===== src/rtl/aurora_arb_pkg.sv =====
// Shared types for the Aurora local-bus arbiter: FSM states, requester indices, grant vector.
package aurora_arb_pkg;

    typedef enum logic [1:0] {StIdle, StXfer, StAbort} state_e;

    localparam int unsigned NREQ = 4;
    localparam int unsigned W1   = 0;
    localparam int unsigned W2   = 1;
    localparam int unsigned R1   = 2;
    localparam int unsigned R2   = 3;

    typedef logic [NREQ-1:0] gnt_t;

    function automatic logic [1:0] gnt_idx(gnt_t g);
        logic [1:0] idx;
        idx = 2'd0;
        for (int i = 0; i < int'(NREQ); i++) begin
            if (g[i]) idx = 2'(i);
        end
        return idx;
    endfunction

endpackage


===== src/rtl/aurora_arb_rr_pick.sv =====
// Combinational round-robin picker: first request at or after the pointer wins (one-hot out).
module aurora_arb_rr_pick #(
    parameter int unsigned N    = 4,
    parameter int unsigned PtrW = (N > 1) ? $clog2(N) : 1
) (
    input  logic [PtrW-1:0] ptr_i,
    input  logic [N-1:0]    req_i,
    output logic [N-1:0]    gnt_o
);

    logic            found;
    logic [PtrW-1:0] idx;

    always_comb begin
        gnt_o = '0;
        found = 1'b0;
        idx   = '0;
        for (int unsigned i = 0; i < N; i++) begin
            idx = PtrW'((32'(ptr_i) + i) % N);
            if (!found && req_i[idx]) begin
                gnt_o[idx] = 1'b1;
                found      = 1'b1;
            end
        end
    end

endmodule


===== src/rtl/aurora_bus_arbiter.sv =====
// Round-robin arbiter for the Aurora local bus: 2 writers, 2 readers, bounded bursts, ack timeout.
// Define AURORA_ARB_WR_PRIO_EN for strict writer-over-reader priority with separate RR pointers.
module aurora_bus_arbiter
    import aurora_arb_pkg::*;
#(
    parameter int unsigned DATA_W    = 32,
    parameter int unsigned BURST_LEN = 16,
    parameter int unsigned TIMEOUT   = 1023,
    parameter int unsigned TO_W      = 10
) (
    input  logic              clk,
    input  logic              rst,
    input  logic              req_w_1,
    input  logic              req_w_2,
    input  logic              req_r_1,
    input  logic              req_r_2,
    input  logic [DATA_W-1:0] wdat_1,
    input  logic [DATA_W-1:0] wdat_2,
    output logic [3:0]        gnt,
    output logic              wnext,
    output logic [DATA_W-1:0] rdat,
    output logic              rvld,
    input  logic              s_rdy,
    output logic              stb,
    output logic              we,
    output logic [DATA_W-1:0] dat_o,
    input  logic              ack,
    input  logic [DATA_W-1:0] dat_i,
    output logic              abort
);

    localparam int unsigned CntW = $clog2(BURST_LEN + 1);

    state_e            state_q, state_d;
    gnt_t              gnt_q, gnt_d, pick, req;
    logic [CntW-1:0]   cnt_q, cnt_d;
    logic [TO_W-1:0]   to_q, to_d;
    logic [DATA_W-1:0] rdat_q, rdat_d;
    logic              rvld_q, rvld_d;
    logic              acc, req_g, last, advance;

    assign req = {req_r_2, req_r_1, req_w_2, req_w_1};

`ifdef AURORA_ARB_WR_PRIO_EN
    logic       wptr_q, wptr_d, rptr_q, rptr_d;
    logic [1:0] wpick, rpick;

    aurora_arb_rr_pick #(.N(2)) u_pick_w (.ptr_i(wptr_q), .req_i(req[W2:W1]), .gnt_o(wpick));
    aurora_arb_rr_pick #(.N(2)) u_pick_r (.ptr_i(rptr_q), .req_i(req[R2:R1]), .gnt_o(rpick));

    // Any pending writer blocks all readers.
    assign pick = (|req[W2:W1]) ? {2'b00, wpick} : {rpick, 2'b00};
`else
    logic [1:0] ptr_q, ptr_d;

    aurora_arb_rr_pick #(.N(NREQ)) u_pick (.ptr_i(ptr_q), .req_i(req), .gnt_o(pick));
`endif

    assign stb   = (state_q == StXfer) && s_rdy;
    assign we    = gnt_q[W1] | gnt_q[W2];
    assign dat_o = gnt_q[W1] ? wdat_1 : (gnt_q[W2] ? wdat_2 : '0);
    assign acc   = stb && ack;
    assign wnext = acc && we;
    assign abort = (state_q == StAbort);
    assign gnt   = gnt_q;
    assign rdat  = rdat_q;
    assign rvld  = rvld_q;
    assign req_g = |(req & gnt_q);
    assign last  = (cnt_q == CntW'(BURST_LEN - 1));

    always_comb begin
        state_d = state_q;
        gnt_d   = gnt_q;
        cnt_d   = cnt_q;
        to_d    = to_q;
        rdat_d  = rdat_q;
        rvld_d  = 1'b0;
        advance = 1'b0;
        if (acc && !we) begin
            rdat_d = dat_i;
            rvld_d = 1'b1;
        end
        unique case (state_q)
            StIdle: begin
                cnt_d = '0;
                to_d  = '0;
                if (|req) begin
                    gnt_d   = pick;
                    state_d = StXfer;
                end
            end
            StXfer: begin
                if (acc) begin
                    cnt_d = cnt_q + CntW'(1);
                    to_d  = '0;
                end else if (stb) begin
                    to_d = to_q + TO_W'(1);
                end else begin
                    to_d = '0;
                end
                // A requester dropping on an acked word still gets that word counted.
                if ((acc && last) || !req_g) begin
                    state_d = StIdle;
                    gnt_d   = '0;
                    advance = 1'b1;
                end else if (stb && !ack && (to_q == TO_W'(TIMEOUT - 1))) begin
                    state_d = StAbort;
                    gnt_d   = '0;
                    advance = 1'b1;
                end
            end
            StAbort: state_d = StIdle;
            default: state_d = StIdle;
        endcase
    end

`ifdef AURORA_ARB_WR_PRIO_EN
    always_comb begin
        wptr_d = wptr_q;
        rptr_d = rptr_q;
        if (advance) begin
            if (we) wptr_d = gnt_q[W1];
            else    rptr_d = gnt_q[R1];
        end
    end

    always_ff @(posedge clk or posedge rst) begin
        if (rst) begin
            wptr_q <= 1'b0;
            rptr_q <= 1'b0;
        end else begin
            wptr_q <= wptr_d;
            rptr_q <= rptr_d;
        end
    end
`else
    always_comb begin
        ptr_d = ptr_q;
        if (advance) ptr_d = gnt_idx(gnt_q) + 2'd1;
    end

    always_ff @(posedge clk or posedge rst) begin
        if (rst) ptr_q <= 2'd0;
        else     ptr_q <= ptr_d;
    end
`endif

    always_ff @(posedge clk or posedge rst) begin
        if (rst) begin
            state_q <= StIdle;
            gnt_q   <= '0;
            cnt_q   <= '0;
            to_q    <= '0;
            rdat_q  <= '0;
            rvld_q  <= 1'b0;
        end else begin
            state_q <= state_d;
            gnt_q   <= gnt_d;
            cnt_q   <= cnt_d;
            to_q    <= to_d;
            rdat_q  <= rdat_d;
            rvld_q  <= rvld_d;
        end
    end

endmodule


===== config.mk =====
export PLATFORM = sky130hd
export DESIGN_NAME = aurora_bus_arbiter
export DESIGN_NICKNAME = d
export VERILOG_FILES = /design/src/rtl/aurora_arb_pkg.sv /design/src/rtl/aurora_arb_rr_pick.sv /design/src/rtl/aurora_bus_arbiter.sv
export SDC_FILE = /design/constraint.sdc
export NUM_CORES = 1
export LEC_CHECK = 0
export CELL_PAD_IN_SITES_DETAIL_PLACEMENT = 2
export CELL_PAD_IN_SITES_GLOBAL_PLACEMENT = 2
export CORE_AREA = 2 2 108 152
export CTS_BUF_LIST = sky130_fd_sc_hd__clkbuf_16
export CTS_CLUSTER_DIAMETER = 150
export DETAILED_ROUTE_END_ITERATION = 7
export DIE_AREA = 0 0 110 154
export PLACE_DENSITY_LB_ADDON = 0.1
export SETUP_SLACK_MARGIN = 0.02
export SLEW_MARGIN = 20
export SYNTH_ARGS = -nofsm -noshare
export SYNTH_HDL_FRONTEND = slang
export SYNTH_HIERARCHICAL = 1
export SYNTH_SLANG_ARGS = --single-unit

===== constraint.sdc =====
create_clock -name clk -period 2.1 [get_ports clk]
set_input_delay 0.42 -clock clk [delete_from_list [all_inputs] [get_ports clk]]
set_output_delay 0.42 -clock clk [all_outputs]
set_load 0.02 [all_outputs]

==> results.sh, run 1 <==
export IMPL_syn_nets=387
export IMPL_cts_tree="done"
export IMPL_p_switching_mw=2.56
export IMPL_rrSetupSlack_ns=0.10
export IMPL_cp_end_kind="flip-flop"
export IMPL_rsz0062_at_grt="yes"
export IMPL_synth_area_per_cell_um2=11.3
export IMPL_nNetsFinal=584
export IMPL_crit_path_start="req_r_1"
export IMPL_synthCells=273
export IMPL_cellLeakagePower_nw=2.42
export IMPL_drc_errors=0
export IMPL_hold_buffers=0
export IMPL_diodes=0
export IMPL_cts_num_sinks=56
export IMPL_wl_met3_um=428
export IMPL_fill_cells=1697
export IMPL_irDropWorstVdd_mv=0.499
export IMPL_seq_area_frac_synth_pct=45.5
export IMPL_ys_types=44
export IMPL_outcome="finished, final reports clean"
export IMPL_vias_per_cell=4.49
export IMPL_highest_layer="met4"
export IMPL_drv_cap=0
export IMPL_ys_flop_type="dfrtp_1"
export IMPL_drtPass1Iterations=5
export IMPL_area_growth_pct=76.6
export IMPL_wl_met2_mm=7.22
export IMPL_pwr_share_comb_pct=60.2
export IMPL_tns_ns=0
export IMPL_design_area_um2=5440
export IMPL_grt_pass1_wl_mm=19.1
export IMPL_arrival_ns=2.26
export IMPL_cts_buffer_depth=2
export IMPL_holdWs_ns=0.493
export IMPL_maxSlewHeadroom_pct=42.1
export IMPL_antenna_found_initial=0
export IMPL_die_area_um2=16900
export IMPL_clock_skew_ns=0.00728
export IMPL_fmax_mhz=492
export IMPL_reg2reg_from="ptr_q[0]"
export IMPL_grt_usage_pct=14.8
export IMPL_grt_pass1_vias=3320
export IMPL_drt_iter0_drc=76
export IMPL_powerDensity_nw_per_um2=1190
export IMPL_critPathLaunchType="primary input"
export IMPL_cts_root_buf="clkbuf_16"
export IMPL_p_int_mw=3.91
export IMPL_ys_async_sr_fraction_pct=100
export IMPL_die_y_um=154
export IMPL_hold_violations=0
export IMPL_core_area_um2=15500
export IMPL_critical_path_class="in2reg"
export IMPL_routedWlPerCell_um=18.5
export IMPL_htreeDepth=2
export IMPL_netSwitchingFraction_pct=39.5
export IMPL_drive_above_1_share_pct=20.0
export IMPL_hold_class="in2async"
export IMPL_period_needed_ns=2.03
export IMPL_grt_max_degree=57
export IMPL_place_congestion=0.796
export IMPL_rows=54
export IMPL_tightest_slew_ns=0.862
export IMPL_via_count=2997
export IMPL_numPortBuffers=176
export IMPL_endpoint="gnt[1]"
export IMPL_worst_slack_ns=0.0695
export IMPL_clk_pin_slew_ns=0.08
export IMPL_yosys_warnings=6
export IMPL_place_hpwl_mm=9.66
export IMPL_reg2regPathDepth=7
export IMPL_drv_slew=0
export IMPL_place_area_um2=5220
export IMPL_reg2reg_to="gnt[1]"
export IMPL_synth_top_area_share_pct=45.5
export IMPL_setup_violations=0
export IMPL_timing_final_crit_share_pct=96.7
export IMPL_ant_nets=0
export IMPL_final_core_util_pct=35.1
export IMPL_clock_latency_ns=0.30
export IMPL_cp_max_fo=4
export IMPL_cts_buffers=5
export IMPL_drt_wl_total_mm=12.4
export IMPL_grt_ovfl_total=0
export IMPL_ios=177
export IMPL_synth_enable_flop_cells=0
export IMPL_synth_cell_area_um2=3080
export IMPL_synth_top_area_cell="dfrtp_1"
export IMPL_power_frac_seq_pct=26.2
export IMPL_wl_met1_mm=4.54
export IMPL_synth_area_leaders="dfrtp_1 46%, mux2_2 12%, a22o_1 9.1%"
export IMPL_die_x_um=110
export IMPL_ys_ff_latch=56
export IMPL_required_ns=2.33
export IMPL_power_frac_clock_pct=13.6
export IMPL_place_ws_ns=-0.291
export IMPL_initial_core_util_pct=19.9
[sequential cells by signal, indices dropped and copies added, names as in the netlist]
| signal | count |
|---|---|
| state_q | 2 |
| gnt | 4 |
| ptr_q | 2 |
| rvld | 1 |
| to_q | 10 |
| cnt_q | 5 |
| rdat | 32 |
[critical path, cell delays in order]
cell             delay (ns)
clkdlybuf4s50_1        0.46
mux4_2                 0.56
nor4b_4                0.37
nand2_1                0.11
o211ai_1               0.11
mux2i_1                0.10
nor2_1                 0.12
[layout by cell type (no fill, tap or decap), types with 8 or more instances in the layout]
master,instances
nand2_1,14
ha_1,9
nor2_1,10
buf_4,26
a22o_1,32
inv_1,10
clkdlybuf4s50_1,137
o21ai_0,16
clkdlybuf4s15_1,8
dlygate4sd2_1,26
a21oi_1,8
mux2_2,32
dfrtp_1,56
[cells by family (layout without fill, tap and decap cells)]
logic type,Yosys count,count (layout),share of synthesized area (%)
AO/OA/AOI/OAI,74,74,17.9
AND/OR/NAND/NOR,58,58,10.6
flip-flops,56,56,45.5
multiplexers,41,41,16.5
buffers and inverters,30,228,4.27
adder cells (fa/ha/maj),10,10,4.06
XOR/XNOR,4,4,1.14
[final cells by class]
type	instances	area [um2]	share of cell area [%]
Inverter	13	48.8	0.897
Multi-Input combinational cell	187	1570	28.8
Timing Repair Buffer	207	2030	37.3
Clock buffer	5	125	2.30
Tap cell	196	245	4.51
Sequential cell	56	1400	25.8
Clock inverter	3	22.5	0.414
[repair_timing]
| item | 4_1_cts | 5_1_grt |
|---|---|---|
| endpoints found under the setup margin | 36 | 14 |
| gates resized for setup | 35 | 21 |
| pin swaps | 1 | 7 |
| gates cloned | 0 | 0 |
| buffers inserted | 3 | 6 |
| hold endpoints to repair | 0 | 0 |
[synth_stat cells, types with 5 or more instances]
cell	count
a21oi_1	8
a22o_1	32
buf_2	6
clkbuf_1	9
dfrtp_1	56
ha_1	10
inv_1	13
mux2_2	32
mux2i_1	5
nand2_1	16
nand3_1	5
nor2_1	12
o21ai_0	16
[power groups by stage]
stage | clock network, mW | logic [mW] | registers (mW)
finish | 0.878 | 3.90 | 1.70
global route | 0.964 | 4.17 | 1.77
CTS | 0.922 | 3.80 | 1.70
detailed placement | 0 | 3.87 | 1.73
global placement | 0 | 3.81 | 1.70
floorplan | 0 | 1.60 | 2.13
[routing by layer]
metal  vias to the layer above  GRT usage (%)
met1                      1533           15.7
met3                         8           2.71
met2                        64           28.8
met4                         0           3.92
li1                       1392              -
met5                         -              0
[per-stage QoR]
stage | std cells | power, mW
after floorplan | 273 | 3.73
after global placement | 650 | 5.51
after detailed placement | 650 | 5.59
after CTS | 661 | 6.43
after global routing | 667 | 6.90
final | 667 | 6.47
[worst min path at each step]
stage            start       end  slack, ns  cells past startpoint
2_1_floorplan  to_q[9]   to_q[9]       0.45                      1
3_3_place_gp   to_q[9]   to_q[9]       0.48                      1
3_5_place_dp   to_q[9]   to_q[9]       0.48                      1
4_1_cts        to_q[9]   to_q[9]       0.50                      1
5_1_grt            rst  rdat[19]       0.52                      3
6_report           rst  rdat[19]       0.49                      3
(Power assumes the default switching activity.)
==> run 2: changes to the inputs <==
Settings changed: SETUP_SLACK_MARGIN 0.02 to not set.
==> run 2 against run 1 <==
  * Sequential power is essentially flat
  * Clock skew is essentially flat
  * Largest cell class unchanged
  * Critical endpoint is now dat_o[22]
  * Combinational power shrank 1%
  * Count of clock-buffer cells in the layout is the same
  * Flip-flop and latch count is the same
  * Register-to-register slack is essentially flat
  * Sequential share of layout area grew 0.11 points
  * Worst setup slack gained 0.0039 ns
  * Critical path type is now reg2out
  * Wire length shrank 0.26%
  * Non-clock buffer count shrank 2
  * Final area shrank 0.41%
  * Critical path depth shrank 3
==> results.sh, run 2 (synthesized netlist as in run 1, its figures left out) <==
export IMPL_cellLeakagePower_nw=2.42
export IMPL_clock_skew_ns=0.00732
export IMPL_tns_ns=0
export IMPL_grt_pass1_wl_mm=19.1
export IMPL_drv_slew=0
export IMPL_place_hpwl_mm=9.66
export IMPL_period_needed_ns=2.03
export IMPL_most_common_layout_cells="137 x clkdlybuf4s50_1, 56 x dfrtp_1, 32 x mux2_2, 32 x a22o_1, 32 x dlygate4sd2_1"
export IMPL_rsz0062_at_grt="yes"
export IMPL_cts_num_sinks=56
export IMPL_timing_final_crit_share_pct=96.5
export IMPL_via_count=2995
export IMPL_drtPass1Iterations=6
export IMPL_highest_layer="met4"
export IMPL_powerDensity_nw_per_um2=1190
export IMPL_clk_pin_slew_ns=0.08
export IMPL_cts_tree="done"
export IMPL_rrSetupSlack_ns=0.09
export IMPL_drt_wl_total_mm=12.3
export IMPL_outcome="finished, final reports clean"
export IMPL_vias_per_cell=4.50
export IMPL_place_congestion=0.796
export IMPL_grt_max_degree=57
export IMPL_slowest_stage="dfrtp_1"
export IMPL_cp_end_kind="output port"
export IMPL_critPathLaunchType="flip-flop"
export IMPL_hold_class="in2async"
export IMPL_diodes=0
export IMPL_worst_slack_ns=0.0733
export IMPL_grt_pass1_vias=3318
export IMPL_cpPeakStageDelay_ns=0.42
export IMPL_wl_met2_mm=7.15
export IMPL_area_growth_pct=75.9
export IMPL_core_area_um2=15500
export IMPL_place_area_um2=5220
export IMPL_rows=54
export IMPL_required_ns=1.68
export IMPL_die_y_um=154
export IMPL_die_area_um2=16900
export IMPL_hold_buffers=0
export IMPL_clock_latency_ns=0.30
export IMPL_tightest_slew_ns=0.856
export IMPL_numPortBuffers=176
export IMPL_die_x_um=110
export IMPL_maxSlewHeadroom_pct=42.5
export IMPL_critPathBufInv=2
export IMPL_grt_usage_pct=14.8
export IMPL_critical_path_class="reg2out"
export IMPL_htreeDepth=2
export IMPL_wl_met3_um=436
export IMPL_final_common_cell="clkdlybuf4s50_1"
export IMPL_design_area_um2=5420
export IMPL_ios=177
export IMPL_drt_iter0_drc=79
export IMPL_initial_core_util_pct=19.9
export IMPL_reg2reg_from="ptr_q[0]"
export IMPL_crit_family="buffers and inverters"
export IMPL_place_ws_ns=-0.291
export IMPL_wl_met1_mm=4.55
export IMPL_reg2regPathDepth=7
export IMPL_drive_above_1_share_pct=19.6
export IMPL_arrival_ns=1.61
export IMPL_nNetsFinal=582
export IMPL_irDropWorstVdd_mv=0.499
export IMPL_drc_errors=0
export IMPL_hold_violations=0
export IMPL_reg2reg_to="gnt[1]"
export IMPL_setup_violations=0
export IMPL_cts_root_buf="clkbuf_16"
export IMPL_routedWlPerCell_um=18.6
export IMPL_grt_ovfl_total=0
export IMPL_cts_buffer_depth=2
export IMPL_cts_buffers=5
export IMPL_largest_register_ffs=32
export IMPL_antenna_found_initial=0
export IMPL_drv_cap=0
export IMPL_cp_max_fo=32
export IMPL_fmax_mhz=493
export IMPL_ant_nets=0
export IMPL_crit_chain="nor2b_2 > buf_12 > a22o_1 > dlygate4sd2_1"
run 2: worst reg2reg max path, delay by kind of cell (launching register included):
family                 cells  cell delay, ns
buffers and inverters      1            0.14
and+or+nand+nor            3            0.64
DFF                        1            0.41
muxes                      2            0.66
AOI/OAI and AO/OA          1            0.10
run 2: final cells by class:
cell class,count,area [um2]
Clock buffer,5,125
Clock inverter,3,22.5
Fill cell,1694,10100
Inverter,13,48.8
Multi-Input combinational cell,187,1570
Sequential cell,56,1400
Tap cell,196,245
Timing Repair Buffer,205,2000
run 2: metrics by stage:
step / hold slack [ns] / util, % / power (mW) / std cells
after detailed placement: 0.482 / 33.7 / 5.59 / 650
final: 0.492 / 35.0 / 6.43 / 665
after global placement: 0.479 / 33.7 / 5.51 / 650
after global routing: 0.521 / 35.0 / 6.85 / 665
after floorplan: 0.446 / - / 3.73 / 273
after CTS: 0.501 / 34.5 / 6.41 / 660
run 2: report_power, final:
part           switching [mW]  internal (mW)
clock network           0.432          0.449
registers               0.231           1.46
logic                    1.89           1.96
run 2: what timing repair did:
item,in CTS,in global routing
resized for setup,35,14
hold endpoints to repair,0,0
pin swaps,1,6
setup buffers,2,5
endpoints found under the setup margin,35,7
run 2: layer usage:
metal  up-vias  GRT usage [%]
met5         -              0
met1      1528           15.7
met4         0           4.16
met2        67           28.7
li1       1389              -
met3        11           2.76
run 2: worst max path at each step:
stage | slack (ns) | from | cells past startpoint | endpoint
floorplan | 0.07 | ptr_q[0] | 8 | gnt[1]
global placement | -0.19 | req_w_1 | 7 | gnt[1]
detailed placement | -0.29 | req_w_1 | 7 | gnt[1]
CTS | 0.01 | ptr_q[0] | 8 | gnt[1]
global route | -0.04 | ptr_q[0] | 7 | gnt[1]
finish | 0.07 | gnt[0] | 4 | dat_o[22]
